**src/rtl/div_unit_if.sv**
```systemverilog
// Handshake bundle between the EX stage and the multi-cycle divider.
// EX owns the request side (master). The divider returns the result and stall (slave).
interface div_unit_if #(
  parameter int DW = 32
);
  logic            signed_div_i;
  logic [DW-1:0]   opdata1_i;
  logic [DW-1:0]   opdata2_i;
  logic            start_i;
  logic            annul_i;
  logic [2*DW-1:0] result_o;
  logic            ready_o;
  logic            stallreq_o;

  modport master (
    output signed_div_i, opdata1_i, opdata2_i, start_i, annul_i,
    input  result_o, ready_o, stallreq_o
  );

  modport slave (
    input  signed_div_i, opdata1_i, opdata2_i, start_i, annul_i,
    output result_o, ready_o, stallreq_o
  );
endinterface

```
**src/rtl/div_unit.sv**
```systemverilog
// Multi-cycle radix-2 restoring divider for DIV/DIVU.
// It produces one quotient bit per clock and returns {remainder, quotient} for HI/LO.
// Signed operands are divided as magnitudes, and the signs are restored at the end.
module div_unit #(
  parameter int DW = 32
) (
  input  logic     clk,
  input  logic     rst,
  div_unit_if.slave bus
);

  typedef enum logic [1:0] {
    DIV_FREE   = 2'd0,
    DIV_BYZERO = 2'd1,
    DIV_ON     = 2'd2,
    DIV_END    = 2'd3
  } state_t;

  localparam logic [5:0] LAST_CNT = 6'(DW);

  state_t        state;
  logic [5:0]    cnt;
  logic [DW-1:0] rem_q;
  logic [DW-1:0] dvd_q;
  logic [DW-1:0] dvs_q;
  logic          sign1_q;
  logic          sign2_q;
  logic          signed_q;

  logic [DW-1:0] abs1;
  logic [DW-1:0] abs2;
  logic [DW:0]   shifted;
  logic [DW-1:0] diff;
  logic          trial_ok;
  logic [DW-1:0] q_fix;
  logic [DW-1:0] r_fix;

  // Take operand magnitudes for the signed case so the core loop stays unsigned.
  assign abs1 = (bus.signed_div_i && bus.opdata1_i[DW-1]) ? -bus.opdata1_i : bus.opdata1_i;
  assign abs2 = (bus.signed_div_i && bus.opdata2_i[DW-1]) ? -bus.opdata2_i : bus.opdata2_i;

  // Compute one restoring step on {partial_rem, dividend} shifted left by one.
  // The partial remainder is always below the divisor, so the difference fits in DW bits.
  assign shifted  = {rem_q, dvd_q[DW-1]};
  assign trial_ok = (shifted >= {1'b0, dvs_q});
  assign diff     = shifted[DW-1:0] - dvs_q;

  // Apply the sign fixup. The remainder takes the dividend's sign.
  // The most-negative / -1 case wraps naturally.
  assign q_fix = (signed_q && (sign1_q ^ sign2_q)) ? -dvd_q : dvd_q;
  assign r_fix = (signed_q && sign1_q) ? -rem_q : rem_q;

  // Stall EX while a request is pending and no result is available yet.
  assign bus.stallreq_o = bus.start_i & ~bus.annul_i & ~bus.ready_o;

  // Sequencer FSM with registered result and ready outputs; annul has priority.
  always_ff @(posedge clk or posedge rst) begin
    if (rst) begin
      state        <= DIV_FREE;
      cnt          <= '0;
      rem_q        <= '0;
      dvd_q        <= '0;
      dvs_q        <= '0;
      sign1_q      <= 1'b0;
      sign2_q      <= 1'b0;
      signed_q     <= 1'b0;
      bus.result_o <= '0;
      bus.ready_o  <= 1'b0;
    end else begin
      case (state)
        DIV_FREE: begin
          bus.result_o <= '0;
          bus.ready_o  <= 1'b0;
          if (bus.start_i && !bus.annul_i) begin
            dvd_q    <= abs1;
            dvs_q    <= abs2;
            rem_q    <= '0;
            sign1_q  <= bus.opdata1_i[DW-1];
            sign2_q  <= bus.opdata2_i[DW-1];
            signed_q <= bus.signed_div_i;
            cnt      <= '0;
            if (bus.opdata2_i == '0) begin
              state <= DIV_BYZERO;
            end else begin
              state <= DIV_ON;
            end
          end
        end

        DIV_BYZERO: begin
          if (bus.annul_i) begin
            state <= DIV_FREE;
          end else begin
            state        <= DIV_END;
            bus.result_o <= '0;
            bus.ready_o  <= 1'b1;
          end
        end

        DIV_ON: begin
          if (bus.annul_i) begin
            state <= DIV_FREE;
            cnt   <= '0;
          end else if (cnt == LAST_CNT) begin
            bus.result_o <= {r_fix, q_fix};
            bus.ready_o  <= 1'b1;
            state        <= DIV_END;
            cnt          <= '0;
          end else begin
            if (trial_ok) begin
              rem_q <= diff;
              dvd_q <= {dvd_q[DW-2:0], 1'b1};
            end else begin
              rem_q <= shifted[DW-1:0];
              dvd_q <= {dvd_q[DW-2:0], 1'b0};
            end
            cnt <= cnt + 6'd1;
          end
        end

        DIV_END: begin
          if (bus.annul_i || !bus.start_i) begin
            state        <= DIV_FREE;
            bus.result_o <= '0;
            bus.ready_o  <= 1'b0;
          end
        end

        default: begin
          state       <= DIV_FREE;
          bus.ready_o <= 1'b0;
        end
      endcase
    end
  end

endmodule

```
**src/flat_wrapper.sv**
```systemverilog
// flat-port wrapper written by rule: the top's interface ports become plain ports
module div_unit_flat 
#(
  parameter int DW = 32
)
  (clk, rst, bus_signed_div_i, bus_opdata1_i, bus_opdata2_i, bus_start_i, bus_annul_i, bus_result_o, bus_ready_o, bus_stallreq_o);
  div_unit_if #(.DW(DW)) bus_i ();
  input  logic clk;
  input  logic rst;
  input wire logic [$bits(bus_i.signed_div_i)-1:0] bus_signed_div_i;
  input wire logic [$bits(bus_i.opdata1_i)-1:0] bus_opdata1_i;
  input wire logic [$bits(bus_i.opdata2_i)-1:0] bus_opdata2_i;
  input wire logic [$bits(bus_i.start_i)-1:0] bus_start_i;
  input wire logic [$bits(bus_i.annul_i)-1:0] bus_annul_i;
  output wire logic [$bits(bus_i.result_o)-1:0] bus_result_o;
  output wire logic [$bits(bus_i.ready_o)-1:0] bus_ready_o;
  output wire logic [$bits(bus_i.stallreq_o)-1:0] bus_stallreq_o;
  assign bus_i.signed_div_i = bus_signed_div_i;
  assign bus_i.opdata1_i = bus_opdata1_i;
  assign bus_i.opdata2_i = bus_opdata2_i;
  assign bus_i.start_i = bus_start_i;
  assign bus_i.annul_i = bus_annul_i;
  assign bus_result_o = bus_i.result_o;
  assign bus_ready_o = bus_i.ready_o;
  assign bus_stallreq_o = bus_i.stallreq_o;
  div_unit #(.DW(DW)) u_core (.clk(clk), .rst(rst), .bus(bus_i));
endmodule
```
**config.mk**
```make
export PLATFORM = sky130hd
export DESIGN_NAME = div_unit_flat
export DESIGN_NICKNAME = d
export VERILOG_FILES = /design/src/rtl/div_unit_if.sv /design/src/rtl/div_unit.sv /design/src/flat_wrapper.sv
export SDC_FILE = /design/constraint.sdc
export NUM_CORES = 1
export LEC_CHECK = 0
export BUFFER_PORTS_ARGS = -buffer_cell sky130_fd_sc_hd__buf_2
export CAP_MARGIN = 20
export CORE_ASPECT_RATIO = 0.7
export CORE_MARGIN = 5
export CORE_UTILIZATION = 25
export DETAILED_ROUTE_END_ITERATION = 8
export HOLD_SLACK_MARGIN = 0.06
export PLACE_DENSITY = 0.47
export SLEW_MARGIN = 20
export SYNTH_ARGS = -nofsm -noshare
export SYNTH_HDL_FRONTEND = slang
export SYNTH_SLANG_ARGS = --single-unit
```
**constraint.sdc**
```tcl
create_clock -name clk -period 9.7 [get_ports clk]
set_clock_uncertainty 0.2 [all_clocks]
set_input_delay 1.94 -clock clk [delete_from_list [all_inputs] [get_ports clk]]
set_output_delay 1.94 -clock clk [all_outputs]
set_load 0.05 [all_outputs]
```
==> metrics.yaml <==
finish:
  synthToLayoutAreaGrowth_pct: 16.4
  nFillCells: 4751
  utilization: 0.296
  layout.nets: 1550
  drive_above_1_share: 0.134
global_route:
  antenna_found_initial: 4
  grt_overflow: 0
  grt_pass1_wl_um: 56000
  grt_pass1_vias: 9622
  grt_usage: 0.141
  grt_max_degree: 92
floorplan:
  start_util: 0.255
  num_io_pins: 135
  die_w_um: 263
  fp.dieArea_sq_mm: 0.0492
  fp.dieH_um: 187
  rows: 64
  fp.coreArea_sq_mm: 0.0440
synth:
  syn_area_per_cell_sq_um: 8.36
  ys_async_sr_fraction: 1.00
  synth-edff-count: 0
  postSynthCellCount: 1339
  synth_seq_cells: 172
  synth_xor_area_frac: 0.110
  yosysWarnings: 0
  yosysUniqueCellTypes: 68
  synthesis.area_sq_mm: 0.0112
  synth_top_family_by_area: "compound AO/OA/AOI/OAI gates"
  yosys.area_share.simple: 0.166
  synth_compound_area_frac: 0.220
  synth.net_count: 1451
  ys.flop_type: "dfrtp_1"
  yosys.area_share.adder: 0.0487
  ys_seq_area_frac: 0.384
  synth_mux_area_frac: 0.0262
setup_path:
  crit_chain: "buf_2 -> nand2b_1 -> nor2_1 -> a21oi_1 -> nand2b_2 -> buf_4 -> inv_1 -> nand2_1 -> o22ai_1"
  r2r_slack_ns: 5.44
  max_stage_delay_ns: 0.85
  r2r_cells: 10
  crit_buf_inv: 3
  r2r_end: "u_core.rem_q[6]"
  crit_family: "simple AND/OR/NAND/NOR gates"
  crit_type: "input pin to flip-flop"
  startpoint_type: "input pin"
  end_kind: "flip-flop"
  worst_ep_arrival_time_ns: 5.35
  cp_max_fo: 91
  cp_slowest_cell: "nand2_1"
  timing.rr.start: "u_core.state[0]"
  crit_required_ns: 9.76
power_and_ir_drop:
  p_leak_nw: 5.87
  p_int_w: 0.00234
  p_comb_frac: 0.583
  power_frac_seq: 0.272
  irDropWorstVdd_v: 0.000152
  power_per_cell_area_mw_per_mm2: 370
  total_power_w: 0.00482
  pwr-share-clk: 0.146
  p_sw_w: 0.00248
  switching_share: 0.515
sta:
  setup_ws_ns: 4.41
  hold_viol: 0
  max_slew_margin: 0.289
  drv_slew: 0
  fin_tns_setup_ns: 0
  fmax_ghz: 0.189
  worstMarginPinSlew_ns: 1.06
  setup_viol_count_final: 0
  fin_crit_sh: 0.545
  min_period_ns: 5.29
  rsz0062_at_grt: "no"
clock_tree:
  clock-sinks: 172
  ctsHtreeMaxLevel: 4
  cts_buffers: 17
  worstSkewPairLatency_ns: 0.44
  post_cts_buffers: 0
  ctsResizeCount: 0
  cts.clk_slew.worst_paths_ns: 0.07
  ctsHoldBuffers: 0
  cts_root_buffer: "clkbuf_16"
  cts_tree: "built"
  cts_buffer_depth: 2
routing:
  avgRoutedWirePerCell_um: 17.0
  ant_nets: 0
  firstDrtPassIters: 5
  route.vias.total: 9686
  drt_wl_total_um: 34700
  vias_per_cell: 4.73
  route.detailed.drc: 0
  first_iter_violations: 586
hold_path:
  holdCritStartpoint: "u_core.bus.result_o[59]"
  whs_path_depth: 2
  hold_end: "u_core.bus.result_o[59]"
  worstHoldPathType: "flip-flop to flip-flop"
placement:
  place_hpwl_um: 26500
  preCtsSetupSlack_ns: 4.07
  gp_congestion: 0.868
  portBuffers: 134
outcome:
  outcome: "complete, no violations"
run:
  drv_cap: 0
state kept, by name, summed over array words and instances, names as in the netlist:
signal / cells
u_core.bus.result_o: 64
u_core.dvd_q: 32
u_core.dvs_q: 32
u_core.rem_q: 32
u_core.cnt: 6
u_core.state: 2
u_core.bus.ready_o: 1
u_core.sign1_q: 1
u_core.sign2_q: 1
u_core.signed_q: 1
worst reg2reg max path, delay by kind of cell, from the launching register on:
| family | cells | cell delay, ns |
|---|---|---|
| buffers and inverters | 4 | 1.20 |
| and+or+nand+nor | 3 | 1.22 |
| adders and majority gates | 1 | 0.24 |
| AOI/OAI and AO/OA | 2 | 0.83 |
| DFF | 1 | 0.40 |
layer usage:
metal	wire length, um	global-route usage	share of wire
met1	19200	0.226	0.55
met2	13400	0.189	0.39
met3	1790	0.0334	0.052
met4	243	0.0268	0.0070
met5	28	0	0.00081
worst max-delay path by stage:
stage	startpoint	to	slack (ns)	cells past startpoint
global placement	bus_annul_i	u_core.rem_q[19]	4.16	9
finish	bus_annul_i	u_core.rem_q[6]	4.41	9
CTS	bus_annul_i	u_core.rem_q[6]	4.52	9
global route	bus_annul_i	u_core.rem_q[6]	4.22	9
detailed placement	bus_annul_i	u_core.rem_q[6]	4.07	9
floorplan	rst	u_core.bus.ready_o	2.90	1
Yosys cell counts, drive strengths merged, types with 24 or more instances:
| master | instances | area (sq um) |
|---|---|---|
| nand2 | 210 | 791 |
| o21ai | 193 | 981 |
| dfrtp | 172 | 4300 |
| a21oi | 104 | 536 |
| xnor2 | 82 | 718 |
| nor2 | 72 | 270 |
| inv | 61 | 229 |
| xor2 | 59 | 517 |
| clkbuf | 53 | 199 |
| ha | 42 | 526 |
| o31ai | 38 | 300 |
| mux2i | 27 | 270 |
| nor3 | 24 | 125 |
power by group through the flow:
stage,Clock [W],Sequential [W],Combinational (W)
after detailed placement,0,0.00132,0.00282
after floorplan,0,0.00156,0.00185
after global placement,0,0.00131,0.00280
after CTS,0.000726,0.00131,0.00283
final,0.000701,0.00131,0.00281
after global routing,0.000751,0.00136,0.00314
area by class of cell:
| class | count | area [sq um] | share of cell area |
|---|---|---|---|
| antenna | 2 | 5.00 | 0.000384 |
| timing repair buffer | 145 | 753 | 0.0578 |
| clock inverter | 12 | 139 | 0.0107 |
| inverter | 61 | 234 | 0.0180 |
| sequential | 172 | 4300 | 0.330 |
| clock buffer | 19 | 443 | 0.0340 |
| multi-input combinational | 1041 | 6410 | 0.492 |
| tap | 594 | 743 | 0.0570 |
per-stage QoR:
step	instances	instance area [sq um]	hold slack (ns)
global placement	2013	12400	0.260
finish	2046	13000	0.273
CTS	2044	13000	0.279
global route	2046	13000	0.299
floorplan	1339	11200	0.250
detailed placement	2013	12400	0.263
logic make-up after synthesis:
kind of cell             count (synthesis)
AO/OA/AOI/OAI                          417
XOR/XNOR                               141
multiplexers                            29
flip-flops                             172
adder cells (fa/ha/maj)                 43
AND/OR/NAND/NOR                        411
buffers and inverters                  126
cells in the final DEF (no fill, tap or decap), types with 7 or more instances in the layout:
cell type and instances:
and3_1 7, inv_1 60, dfrtp_1 172, xor2_1 59
clkbuf_16 17, nand3_1 15, o41ai_1 8, nor2_1 72
nor2b_1 7, nand2_1 209, xnor2_1 82, a31oi_1 9
nor3_1 23, a21o_1 15, ha_1 41, o21ai_1 41
a32oi_1 9, or3_1 14, mux2i_1 27, nor4_1 18
buf_2 134, buf_4 11, nand2b_1 10, o31ai_1 35
and2_1 8, o21ai_0 150, a21oi_1 102
Power figures use the tool's default switching activity.
